File: config.mk
export PLATFORM = sky130hd
export DESIGN_NAME = vx_sfu_issue_ctrl_flat
export DESIGN_NICKNAME = d
export VERILOG_FILES = /design/src/rtl/vx_sfu_issue_ctrl_if.sv /design/src/rtl/vx_sfu_issue_ctrl.sv /design/src/flat_wrapper.sv
export SDC_FILE = /design/constraint.sdc
export NUM_CORES = 1
export LEC_CHECK = 0
export BUFFER_PORTS_ARGS = -buffer_cell sky130_fd_sc_hd__buf_4
export CAP_MARGIN = 20
export CELL_PAD_IN_SITES_DETAIL_PLACEMENT = 0
export CELL_PAD_IN_SITES_GLOBAL_PLACEMENT = 1
export CORE_MARGIN = 3
export CORE_UTILIZATION = 30
export DETAILED_ROUTE_END_ITERATION = 10
export PLACE_DENSITY = 0.73
export REMOVE_ABC_BUFFERS = 1
export SKIP_LAST_GASP = 1
export SLEW_MARGIN = 10
export SYNTH_ARGS = -nofsm -noshare
export SYNTH_HDL_FRONTEND = slang
export SYNTH_SLANG_ARGS = --single-unit
File: constraint.sdc
create_clock -name clk -period 2.7 [get_ports clk]
set_input_delay 0.405 -clock clk [delete_from_list [all_inputs] [get_ports clk]]
set_output_delay 0.405 -clock clk [all_outputs]
set_load 0.01 [all_outputs]
File: src/rtl/vx_sfu_issue_ctrl_if.sv
// Handshake bundle between dispatch, the SFU issue controller and its sub-units.
// master: dispatch/sub-unit/commit side; slave: the issue controller.
interface vx_sfu_issue_ctrl_if #(
   parameter int unsigned NUM_WARPS = 4,
   parameter int unsigned NUM_UNITS = 2,
   parameter int unsigned DATAW     = 64
);
   localparam int unsigned WID_W  = (NUM_WARPS > 1) ? $clog2(NUM_WARPS) : 1;
   localparam int unsigned UNIT_W = (NUM_UNITS > 1) ? $clog2(NUM_UNITS) : 1;

   // dispatch request
   logic                 req_valid;
   logic [WID_W-1:0]     req_wid;
   logic [UNIT_W-1:0]    req_unit;
   logic                 req_fence;
   logic [DATAW-1:0]     req_data;
   logic                 req_ready;

   // sub-unit issue
   logic [NUM_UNITS-1:0] unit_valid;
   logic [DATAW-1:0]     unit_data;
   logic [NUM_UNITS-1:0] unit_ready;

   // commit and status
   logic                 cmt_valid;
   logic [WID_W-1:0]     cmt_wid;
   logic [NUM_WARPS-1:0] pending_mask;
   logic                 idle;

   modport master (
      output req_valid, req_wid, req_unit, req_fence, req_data, unit_ready, cmt_valid, cmt_wid,
      input  req_ready, unit_valid, unit_data, pending_mask, idle
   );

   modport slave (
      input  req_valid, req_wid, req_unit, req_fence, req_data, unit_ready, cmt_valid, cmt_wid,
      output req_ready, unit_valid, unit_data, pending_mask, idle
   );
endinterface

File: src/rtl/vx_sfu_issue_ctrl.sv
// SFU issue controller: one-entry output buffer to the SFU sub-units, per-warp
// outstanding-op counters and fence tracking.
// Optional macro SFU_ISSUE_PERF_EN adds a saturating 44-bit stall counter output.
module vx_sfu_issue_ctrl #(
   parameter int unsigned NUM_WARPS = 4,
   parameter int unsigned NUM_UNITS = 2,
   parameter int unsigned DATAW     = 64,
   parameter int unsigned CNT_WIDTH = 3
) (
   input  logic               clk,
   input  logic               reset,
`ifdef SFU_ISSUE_PERF_EN
   output logic [43:0]        perf_stalls,
`endif
   vx_sfu_issue_ctrl_if.slave bus
);
   localparam int unsigned WID_W  = (NUM_WARPS > 1) ? $clog2(NUM_WARPS) : 1;
   localparam int unsigned UNIT_W = (NUM_UNITS > 1) ? $clog2(NUM_UNITS) : 1;
   localparam logic [CNT_WIDTH-1:0] CntMax = '1;
   localparam logic [CNT_WIDTH-1:0] CntOne = CNT_WIDTH'(1);

   logic                 buf_valid;
   logic [UNIT_W-1:0]    buf_unit;
   logic [DATAW-1:0]     buf_data;
   logic [CNT_WIDTH-1:0] cnt   [NUM_WARPS];
   logic [CNT_WIDTH-1:0] cnt_d [NUM_WARPS];
   logic [NUM_WARPS-1:0] fence_pend;
   logic [NUM_WARPS-1:0] fence_d;
   logic [NUM_WARPS-1:0] inc;
   logic [NUM_WARPS-1:0] dec;
   logic [NUM_WARPS-1:0] pending;
   logic [CNT_WIDTH-1:0] req_cnt;
   logic                 space;
   logic                 blocked;
   logic                 req_ready;
   logic                 accept;
   logic                 drain;
   logic [31:0]          req_unit_ext;

   assign req_cnt   = cnt[bus.req_wid];
   assign drain     = buf_valid && bus.unit_ready[buf_unit];
   // The buffer can take a new op if empty or if its current op leaves this cycle.
   assign space     = !buf_valid || bus.unit_ready[buf_unit];
   assign blocked   = fence_pend[bus.req_wid] || (req_cnt == CntMax) ||
                      (bus.req_fence && (req_cnt != '0));
   assign req_ready = space && !blocked;
   assign accept    = bus.req_valid && req_ready;

   assign bus.req_ready    = req_ready;
   assign bus.unit_data    = buf_data;
   assign bus.pending_mask = pending;
   assign bus.idle         = (pending == '0) && !buf_valid;

   // Output buffer: load on accept, otherwise clear when the target unit takes it.
   always_ff @(posedge clk) begin
      if (reset) begin
         buf_valid <= 1'b0;
         buf_unit  <= '0;
         buf_data  <= '0;
      end else if (accept) begin
         buf_valid <= 1'b1;
         buf_unit  <= bus.req_unit;
         buf_data  <= bus.req_data;
      end else if (drain) begin
         buf_valid <= 1'b0;
      end
   end

   // Per-warp increment/decrement strobes; a commit on an empty counter is dropped.
   always_comb begin
      inc = '0;
      dec = '0;
      for (int w = 0; w < NUM_WARPS; w++) begin
         inc[w] = accept && (bus.req_wid == WID_W'(w));
         dec[w] = bus.cmt_valid && (bus.cmt_wid == WID_W'(w)) && (cnt[w] != '0);
      end
   end

   // Counter and fence next state; simultaneous inc/dec cancel out.
   always_comb begin
      fence_d = fence_pend;
      for (int w = 0; w < NUM_WARPS; w++) begin
         cnt_d[w] = cnt[w];
         if (inc[w] && !dec[w]) begin
            cnt_d[w] = cnt[w] + CntOne;
         end else if (dec[w] && !inc[w]) begin
            cnt_d[w] = cnt[w] - CntOne;
            if (cnt[w] == CntOne) fence_d[w] = 1'b0;
         end
         if (inc[w] && bus.req_fence) fence_d[w] = 1'b1;
      end
   end

   // Counter and fence state registers.
   always_ff @(posedge clk) begin
      if (reset) begin
         for (int w = 0; w < NUM_WARPS; w++) cnt[w] <= '0;
         fence_pend <= '0;
      end else begin
         cnt        <= cnt_d;
         fence_pend <= fence_d;
      end
   end

   // Status and one-hot unit valid decode.
   always_comb begin
      pending        = '0;
      bus.unit_valid = '0;
      for (int w = 0; w < NUM_WARPS; w++) pending[w] = (cnt[w] != '0);
      for (int i = 0; i < NUM_UNITS; i++) bus.unit_valid[i] = buf_valid && (buf_unit == UNIT_W'(i));
   end

   assign req_unit_ext = 32'(bus.req_unit);

   // Protocol checks: commit on an idle warp, request to a nonexistent unit.
   always_ff @(posedge clk) begin
      if (!reset) begin
         assert (!(bus.cmt_valid && (cnt[bus.cmt_wid] == '0)));
         assert (!(bus.req_valid && (req_unit_ext >= NUM_UNITS)));
      end
   end

`ifdef SFU_ISSUE_PERF_EN
   // Saturating count of cycles a valid request is held off.
   always_ff @(posedge clk) begin
      if (reset) begin
         perf_stalls <= '0;
      end else if (bus.req_valid && !req_ready && (perf_stalls != '1)) begin
         perf_stalls <= perf_stalls + 44'd1;
      end
   end
`endif
endmodule
File: src/flat_wrapper.sv
// flat-port wrapper written by rule: the top's interface ports become plain ports
module vx_sfu_issue_ctrl_flat 
#(
   parameter int unsigned NUM_WARPS = 4,
   parameter int unsigned NUM_UNITS = 2,
   parameter int unsigned DATAW     = 64,
   parameter int unsigned CNT_WIDTH = 3
)
  (clk, reset, bus_req_valid, bus_req_wid, bus_req_unit, bus_req_fence, bus_req_data, bus_unit_ready, bus_cmt_valid, bus_cmt_wid, bus_req_ready, bus_unit_valid, bus_unit_data, bus_pending_mask, bus_idle);
  vx_sfu_issue_ctrl_if #(.NUM_WARPS(NUM_WARPS), .NUM_UNITS(NUM_UNITS), .DATAW(DATAW)) bus_i ();
  input  logic clk;
  input  logic reset;
  input wire logic [$bits(bus_i.req_valid)-1:0] bus_req_valid;
  input wire logic [$bits(bus_i.req_wid)-1:0] bus_req_wid;
  input wire logic [$bits(bus_i.req_unit)-1:0] bus_req_unit;
  input wire logic [$bits(bus_i.req_fence)-1:0] bus_req_fence;
  input wire logic [$bits(bus_i.req_data)-1:0] bus_req_data;
  input wire logic [$bits(bus_i.unit_ready)-1:0] bus_unit_ready;
  input wire logic [$bits(bus_i.cmt_valid)-1:0] bus_cmt_valid;
  input wire logic [$bits(bus_i.cmt_wid)-1:0] bus_cmt_wid;
  output wire logic [$bits(bus_i.req_ready)-1:0] bus_req_ready;
  output wire logic [$bits(bus_i.unit_valid)-1:0] bus_unit_valid;
  output wire logic [$bits(bus_i.unit_data)-1:0] bus_unit_data;
  output wire logic [$bits(bus_i.pending_mask)-1:0] bus_pending_mask;
  output wire logic [$bits(bus_i.idle)-1:0] bus_idle;
  assign bus_i.req_valid = bus_req_valid;
  assign bus_i.req_wid = bus_req_wid;
  assign bus_i.req_unit = bus_req_unit;
  assign bus_i.req_fence = bus_req_fence;
  assign bus_i.req_data = bus_req_data;
  assign bus_i.unit_ready = bus_unit_ready;
  assign bus_i.cmt_valid = bus_cmt_valid;
  assign bus_i.cmt_wid = bus_cmt_wid;
  assign bus_req_ready = bus_i.req_ready;
  assign bus_unit_valid = bus_i.unit_valid;
  assign bus_unit_data = bus_i.unit_data;
  assign bus_pending_mask = bus_i.pending_mask;
  assign bus_idle = bus_i.idle;
  vx_sfu_issue_ctrl #(.NUM_WARPS(NUM_WARPS), .NUM_UNITS(NUM_UNITS), .DATAW(DATAW), .CNT_WIDTH(CNT_WIDTH)) u_core (.clk(clk), .reset(reset), .bus(bus_i));
endmodule
Yosys cells after proc, flatten, opt, wreduce, memory -nomap -nowiden --
Index checks and enable logic that the tools add are counted. Widths: inputs -> output; s select.
Storage, ports and cells: word-level logic and storage cells 141, input port bits 76, flip-flop bits (word level) 82
Cells by class: reduce and logical (&&, ||, !) cells 69, bitwise gates (word level) 2, add/sub/neg operators 8, equality and inequality tests 15, muxes and demuxes 33, magnitude comparators 3
Operators by type and width (number):
- $logic_and 1x1->1 | 31
- $mux 3 | 10
- $reduce_bool 2->1 | 13
- $mux 1 | 21
- $reduce_bool 3->1 | 5
- $add 3x1->3 const B | 4
- $eq 3x1->1 const B | 4
- $reduce_and 3->1 | 4
- $sub 3x1->3 const B | 4
- $logic_not 1->1 | 10
- $eq 2x2->1 const B | 4
- $ne 2x2->1 const B | 4
- $bmux 3 s2 | 1
- $eq 2x1->1 const B | 2
- $logic_not 2->1 | 2
- $logic_not 4->1 | 1
- $eq 3x3->1 const B | 1
- $ge 3x3->1 const B | 1
- $logic_or 1x1->1 | 3
- $lt 2x3->1 const B | 1
- $not 2->3 | 1
- $bmux 1 s2 | 1
- $lt 1x2->1 const B | 1
- $not 1->1 | 1

Depth between registers and ports, before layout --
Gate-level depths: netlist of run 1.
depth in word-level cells 16, gate-level depth with buffers 8, mapped depth without buffers 7

Least setup slack after synthesis of run 1 --
No wires, ideal clock.
kind input-to-reg, from input port bus_req_wid[0], to register u_core.cnt[5] in the netlist's numbering, path slack 0.309 ns, stages 6, arrival 2.268 ns, path through buf_2 > mux4_2 > a21oi_1 > a32oi_1 > mux2i_1 > mux2_1
Between the ends: cells in the longest elaborated chain, start to end 14
RTL lines:
- start, declared | RTL line flat_wrapper.sv:14 | input wire logic [$bits(bus_i.req_wid)-1:0] bus_req_wid;
- $not 2->3 (implied by the code) | RTL line vx_sfu_issue_ctrl.sv:40 | assign req_cnt = cnt[bus.req_wid];
- $bmux 3 s2 | RTL line vx_sfu_issue_ctrl.sv:40
- $mux 3 (implied by the code) (2 in a row) | RTL line vx_sfu_issue_ctrl.sv:40
- $eq 3x3->1 / $reduce_bool 3->1 (equally long branches) | RTL line vx_sfu_issue_ctrl.sv:44, vx_sfu_issue_ctrl.sv:45
- $logic_or 1x1->1 / $logic_and 1x1->1 (equally long branches) | RTL line vx_sfu_issue_ctrl.sv:44, vx_sfu_issue_ctrl.sv:45
- $logic_or 1x1->1 | RTL line vx_sfu_issue_ctrl.sv:44 | assign blocked = fence_pend[bus.req_wid] || (req_cnt == CntMax) ||
- $logic_not 1->1 | RTL line vx_sfu_issue_ctrl.sv:46 | assign req_ready = space && !blocked;
- $logic_and 1x1->1 | RTL line vx_sfu_issue_ctrl.sv:46
- $logic_and 1x1->1 | RTL line vx_sfu_issue_ctrl.sv:47 | assign accept = bus.req_valid && req_ready;
- $logic_and 1x1->1 * | RTL line vx_sfu_issue_ctrl.sv:74 | inc[w] = accept && (bus.req_wid == WID_W'(w));
- $logic_not 1->1 | RTL line vx_sfu_issue_ctrl.sv:86 | end else if (dec[w] && !inc[w]) begin
- $logic_and 1x1->1 | RTL line vx_sfu_issue_ctrl.sv:86
- $reduce_bool 2->1 (no source line)
- end signal, assigned | RTL line vx_sfu_issue_ctrl.sv:100 | cnt <= cnt_d;
- end, declared | RTL line vx_sfu_issue_ctrl.sv:25 | logic [CNT_WIDTH-1:0] cnt [NUM_WARPS];
Mark *: on every way between the ends. The rest lies on a longest branch, timed or not. The select of a mux whose other input is x is not followed. A chain may end at the register's enable or synchronous reset.

Final worst setup path of run 1 --
from register u_core.cnt[3] in the netlist's numbering, to output port bus_req_ready
Between the ends: cells in the longest elaborated chain, start to end 8
RTL lines:
- $bmux 3 s2 * | RTL line vx_sfu_issue_ctrl.sv:40
- $mux 3 (implied by the code) * (2 in a row) | RTL line vx_sfu_issue_ctrl.sv:40
- $eq 3x3->1 / $reduce_bool 3->1 (equally long branches) | RTL line vx_sfu_issue_ctrl.sv:44, vx_sfu_issue_ctrl.sv:45
- $logic_or 1x1->1 / $logic_and 1x1->1 (equally long branches) | RTL line vx_sfu_issue_ctrl.sv:44, vx_sfu_issue_ctrl.sv:45
- $logic_or 1x1->1 * | RTL line vx_sfu_issue_ctrl.sv:44
- $logic_not 1->1 * | RTL line vx_sfu_issue_ctrl.sv:46
- $logic_and 1x1->1 * | RTL line vx_sfu_issue_ctrl.sv:46
- end, declared | RTL line flat_wrapper.sv:21 | output wire logic [$bits(bus_i.req_ready)-1:0] bus_req_ready;
Marks and branches as above.

==> impl_metrics.py, run 1 <==
metrics = {
    "min_path": {
        "holdPathEnd": "u_core.bus.unit_data[49]",
        "whs_path_depth": 3,
        "hold_path_startpoint": "bus_req_data[49]",
        "min_path_type": "in -> reg",
    },
    "floorplanning": {
        "rows": 42,
        "dieArea_um2": 15300,
        "ios": 148,
        "start_util_pct": 31.0,
        "die_w_um": 124,
        "core_area_um2": 13400,
        "die_h_um": 124,
    },
    "cts": {
        "clockRootBuffer": "clkbuf_16",
        "cts_buffers": 9,
        "cts_resized": 0,
        "cts_tree": "done",
        "ctsHoldBuffers": 0,
        "clk_latency_ns": 0.34,
        "cts_max_path_buffers": 2,
        "clock-sinks": 82,
        "h-tree-depth": 3,
        "cts_setup_buffers": 0,
        "clkTransAtPathRegs_ns": 0.06,
    },
    "timing": {
        "final.period_utilization_pct": 85.7,
        "slew_headroom_pct": 65.3,
        "clock_skew_ns": 0.00772,
        "maxSlewViolCount": 0,
        "setup_viol": 0,
        "fin_crit_ns": 2.31,
        "rsz0062_at_grt": "no",
        "worst_slew_pin_slew_ns": 0.520,
        "fmax_ghz": 0.432,
        "hold_viol": 0,
    },
    "global_route": {
        "overflow": 0,
        "grt_pass1_wl_um": 17100,
        "grt_util_all_layers_pct": 14.2,
        "grt_max_degree": 39,
        "antenna_found_initial": 0,
        "grt_pass1_vias": 3592,
    },
    "layout": {
        "insertedDiodeCount": 0,
        "num-fill-cells": 1347,
        "final_core_util_pct": 42.6,
        "drive_above_1_share_pct": 46.6,
        "syn_to_final_growth_pct": 37.7,
        "finalInstanceArea_um2": 5710,
        "nets": 694,
    },
    "setup_path": {
        "crit_path_max_incr_delay_ns": 0.59,
        "ff2ff_path_depth": 6,
        "rr_startpoint": "u_core.fence_pend[0]",
        "arrival_ns": 1.91,
        "worstReg2RegEnd": "u_core.bus.unit_data[3]",
        "crit_slowest_cell": "mux4_2",
        "critPathCaptureType": "output port",
        "critical_path_class": "reg -> out",
        "critPathLaunchType": "register",
        "r2r_setup_slack_ns": 0.42,
        "crit_fanout": 7,
        "path_cells": "mux4_2, o21ai_0, a21oi_1, a211oi_1, buf_4",
        "cp.required_ns": 2.30,
    },
    "yosys": {
        "avgSynthCellArea_um2": 9.04,
        "ys_ff_latch": 82,
        "yosysUniqueCellTypes": 48,
        "syn_inst": 459,
        "syn-cell-area_um2": 4150,
        "yosysWarnings": 0,
        "synth_seq_area_share_pct": 39.6,
    },
    "route": {
        "viasPerCell": 4.59,
        "ant_nets": 0,
        "dr.pass1.iters": 4,
        "routed_wl_um": 10700,
        "dr_total_vias": 3594,
        "drt_iter0_drc": 201,
        "wl_per_cell_um": 13.7,
        "drc": 0,
    },
    "pwr": {
        "ir_worst_vdd_v": 0.000408,
        "leakagePower_nw": 2.41,
        "power_mw": 3.62,
        "power_density_nw_per_um2": 634,
    },
    "place": {
        "post-dp-hpwl_um": 7940,
        "placed_area_um2": 5410,
        "place.gp.congestion": 0.802,
        "numPortBuffers": 147,
    },
    "job": {
        "cap_viol_max_count": 0,
    },
    "outcome": {
        "status": "finished, final reports clean",
    },
}
## state kept, by name (all words and copies together), names as in the netlist
name / count
u_core.fence_pend: 4
u_core.buf_valid: 1
u_core.buf_unit: 1
u_core.cnt: 12
u_core.bus.unit_data: 64
## power breakdown
part           internal (mW)  switching [mW]  leakage, nW  total [mW]
Clock                  0.723           0.515        0.142        1.24
Combinational          0.456           0.513         1.60       0.970
Sequential              1.33          0.0862        0.674        1.42
Total                   2.51            1.11         2.41        3.62
## cell usage after synthesis (all sizes together)
master / number / area (um2)
nor4: 1 / 6.26
ha: 16 / 200
nor3: 2 / 10.0
or3: 4 / 25.0
mux2: 6 / 67.6
or3b: 1 / 8.76
nand2b: 5 / 31.3
mux2i: 8 / 83.8
o32ai: 3 / 26.3
nand2: 147 / 652
nor2: 16 / 60.1
nand3: 3 / 15.0
a21oi: 70 / 538
a31oi: 3 / 18.8
inv: 15 / 56.3
and4: 1 / 8.76
a2111oi: 5 / 63.8
a211oi: 2 / 27.5
and2: 4 / 25.0
mux4: 4 / 90.1
nand4b: 2 / 17.5
and3: 1 / 6.26
and4b: 3 / 30.0
xnor2: 8 / 70.1
nand4: 1 / 6.26
a22o: 1 / 10.0
o2bb2ai: 1 / 8.76
or2: 1 / 6.26
nor2b: 9 / 56.3
buf: 16 / 160
dfxtp: 82 / 1640
a32oi: 4 / 57.6
clkbuf: 11 / 41.3
o21ai: 2 / 13.8
a22oi: 1 / 7.51
## through the flow
stage | hold WS (ns) | TNS (ns) | cells | setup slack, ns
2_1_floorplan | 0.449 | -76.71 | 432 | -1.18
3_3_place_gp | 0.441 | 0 | 767 | 0.208
3_5_place_dp | 0.446 | 0 | 767 | 0.140
4_1_cts | 0.294 | 0 | 783 | 0.353
5_1_grt | 0.289 | 0 | 783 | 0.250
6_report | 0.311 | 0 | 783 | 0.387
## cells in the final DEF (no fill, tap or decap), drive strengths merged, types with 4 or more instances in the layout
master	synthesis	final
buf	16	159
nand2	147	147
dfxtp	82	82
a21oi	70	70
inv	15	17
nor2	16	16
ha	16	16
nor2b	9	9
clkbuf	11	9
xnor2	8	8
mux2i	8	8
mux2	6	6
nand2b	5	5
a2111oi	5	5
and2	4	4
mux4	4	4
or3	4	4
a32oi	4	4
## worst max path at each step
stage                               start                       end  cells after the start
after global routing        u_core.cnt[3]             bus_req_ready                      5
final                       u_core.cnt[3]             bus_req_ready                      5
after global placement     bus_req_wid[1]  u_core.bus.unit_data[43]                      7
after floorplan           u_core.buf_unit  u_core.bus.unit_data[10]                      5
after detailed placement   bus_req_wid[1]   u_core.bus.unit_data[1]                      7
after CTS                   u_core.cnt[3]             bus_req_ready                      5
## layer usage
| layer | global-route usage, % | share of wire, % | vias up |
|---|---|---|---|
| li1 | - | - | 1820 |
| met3 | 5.50 | 8.1 | 16 |
| met1 | 17.0 | 42 | 1651 |
| met2 | 23.0 | 48 | 107 |
| met4 | 5.05 | 2.0 | 0 |
| met5 | 0 | 0 | - |
## cell families (layout without fill, tap and decap cells)
kind of cell | Yosys count | count (layout) | synth area share (%)
muxes | 18 | 18 | 5.82
adders and majority gates | 16 | 16 | 4.83
DFF | 82 | 82 | 39.6
and+or+nand+nor | 201 | 201 | 23.3
AOI/OAI and AO/OA | 92 | 92 | 18.6
buffers and inverters | 42 | 190 | 6.21
xor gates and xnor gates | 8 | 8 | 1.69
## cell type report
class | instances | area, um2 | area share [%]
Clock inverter | 7 | 76.3 | 1.34
Inverter | 15 | 56.3 | 0.986
Multi-Input combinational cell | 335 | 2260 | 39.6
Sequential cell | 82 | 1640 | 28.7
Timing Repair Buffer | 159 | 1230 | 21.6
Tap cell | 176 | 220 | 3.86
Clock buffer | 9 | 225 | 3.94
## critical path: cells and delay by family (launching register included)
| family | cells | cell delay, ns |
|---|---|---|
| flip-flops | 1 | 0.37 |
| multiplexers | 1 | 0.59 |
| buffers and inverters | 1 | 0.16 |
| AO/OA/AOI/OAI | 3 | 0.45 |
Power figures use the tool's default switching activity.
==> run 2, diff against run 1 <==
- PLACE_DENSITY: 0.73 -> 0.75
- clock period: 2.7 -> 2.1 ns (I/O delays scaled with it)
==> run 2 against run 1 <==
Against the previous run:
- the flow now finishes with violations (setup timing)
- core utilization increased by 4.8 points
- setup slack got worse by 0.47 ns
- flip-flop and latch count unchanged
- total power increased by 38%
- critical endpoint is now u_core.cnt[8]
==> impl_metrics.py, run 2 (same netlist as run 1, synthesis figures left out) <==
metrics = {
    "floorplanning": {
        "start_util_pct": 31.0,
        "core_area_um2": 13400,
        "die_h_um": 124,
        "ios": 148,
        "rows": 42,
        "dieArea_um2": 15300,
        "die_w_um": 124,
    },
    "setup_path": {
        "ff2ff_path_depth": 6,
        "path_cells": "mux4_2, a211oi_4, buf_6, a32oi_4, mux2i_1, mux2_1",
        "critPathTopFamily": "multiplexers",
        "worstReg2RegEnd": "u_core.cnt[8]",
        "critPathCaptureType": "register",
        "critPathLaunchType": "register",
        "crit_path_max_incr_delay_ns": 0.57,
        "critical_path_buf_inv_count": 1,
        "crit_slowest_cell": "mux4_2",
        "r2r_setup_slack_ns": -0.08,
        "rr_startpoint": "u_core.fence_pend[1]",
        "cp.required_ns": 2.32,
        "critical_path_class": "reg -> reg",
        "arrival_ns": 2.40,
        "crit_fanout": 5,
    },
    "timing": {
        "fmax_ghz": 0.459,
        "worst_slew_pin_slew_ns": 0.494,
        "fin_crit_ns": 2.18,
        "clock_skew_ns": 0.00631,
        "hold_viol": 0,
        "slew_headroom_pct": 67.0,
        "finalSetupTns_ns": -1.90,
        "setup_ws_ns": -0.0799,
        "setup_viol": 46,
        "maxSlewViolCount": 0,
        "rsz0062_at_grt": "yes",
        "final.period_utilization_pct": 104,
    },
    "pwr": {
        "power_density_nw_per_um2": 786,
        "power_mw": 5.00,
        "ir_worst_vdd_v": 0.000551,
        "leakagePower_nw": 2.75,
    },
    "layout": {
        "insertedDiodeCount": 0,
        "syn_to_final_growth_pct": 53.2,
        "finalInstanceArea_um2": 6350,
        "finalNonFillerCells": 819,
        "largest_reg_flops": 64,
        "layout_commonest_cell": "buf_4",
        "nets": 730,
        "final_cell_mix": "174 x buf_4, 105 x nand2_1, 77 x dfxtp_1",
        "num-fill-cells": 1267,
        "drive_above_1_share_pct": 51.9,
    },
    "place": {
        "dpl.cell_count": 789,
        "post-dp-hpwl_um": 8180,
        "placed_area_um2": 5590,
        "numPortBuffers": 147,
        "place.gp.congestion": 0.794,
    },
    "route": {
        "viasPerCell": 4.63,
        "dr.pass1.iters": 4,
        "routed_wl_um": 11900,
        "drc": 0,
        "drt_iter0_drc": 158,
        "wl_per_cell_um": 14.6,
        "dr_total_vias": 3790,
        "ant_nets": 0,
    },
    "global_route": {
        "grt_max_degree": 53,
        "antenna_found_initial": 0,
        "grt_pass1_vias": 3551,
        "grt_pass1_wl_um": 17100,
        "grt_util_all_layers_pct": 14.3,
        "overflow": 0,
    },
    "min_path": {
        "whs_path_depth": 3,
        "min_path_type": "in -> reg",
        "holdPathEnd": "u_core.bus.unit_data[25]",
        "hold_path_startpoint": "bus_req_data[25]",
    },
    "cts": {
        "cts_tree": "done",
        "cts_buffers": 9,
        "ctsHoldBuffers": 0,
        "clkTransAtPathRegs_ns": 0.06,
        "h-tree-depth": 3,
        "clock-sinks": 82,
        "clockRootBuffer": "clkbuf_16",
        "clk_latency_ns": 0.34,
        "cts_max_path_buffers": 2,
    },
    "job": {
        "cap_viol_max_count": 0,
    },
    "outcome": {
        "status": "finished with violations",
        "violations": "setup timing",
    },
}
-- run 2: changes by cell type in the layout (fill, tap and decap cells not counted), sizes merged --
cell,before,now
a22o,1,2
clkinv,2,3
clkinvlp,2,0
buf,159,189
clkbuf,9,17
inv,17,15
-- run 2: report_power, final --
group / internal (mW) / switching, mW
sequential: 1.71 / 0.0952
clock: 0.925 / 0.639
combinational: 0.820 / 0.803
-- run 2: stage by stage --
step	utilization, %	hold slack, ns	setup slack (ns)
finish	47.4	0.220	-0.0799
global route	47.4	0.204	-0.165
CTS	44.5	0.205	-0.0860
detailed placement	41.7	0.445	-0.278
global placement	41.7	0.440	-0.218
floorplan	-	0.377	-1.78
-- run 2: how the worst max path moves through the flow --
stage,startpoint,to,slack (ns),cells after the start
final,u_core.fence_pend[1],u_core.cnt[8],-0.08,6
after global routing,u_core.fence_pend[1],u_core.cnt[8],-0.16,6
after CTS,u_core.cnt[3],bus_req_ready,-0.09,6
after detailed placement,bus_req_wid[1],u_core.cnt[8],-0.28,7
after global placement,bus_req_wid[1],u_core.cnt[8],-0.22,7
after floorplan,u_core.buf_unit,u_core.bus.unit_data[10],-1.78,5
-- run 2: cell type report --
type,instances,area [um2],share of cell area [%]
well taps,176,220,3.47
clock buffers,12,236,3.72
inverters,15,56.3,0.886
repair buffers,194,1660,26.1
clock inverters,4,52.6,0.827
multi-input cells,336,2480,39.0
flip-flops and latches,82,1650,25.9
-- run 2: repair_timing --
action	in CTS	in global routing
gates cloned	0	8
buffers inserted	2	5
pin swaps	5	26
endpoints found under the setup margin	68	81
gates resized for setup	12	45
-- run 2: metal layers --
metal / track usage [%] / share of wire [%]
met1: 17.4 / 43
met2: 23.2 / 48
met3: 5.68 / 6.6
met4: 4.29 / 1.5
met5: 0 / 0
-- run 2: tightest hold or removal path: stages --
cell and delay, ns:
buf_4 0.11, nand2_2 0.05, a21oi_2 0.04
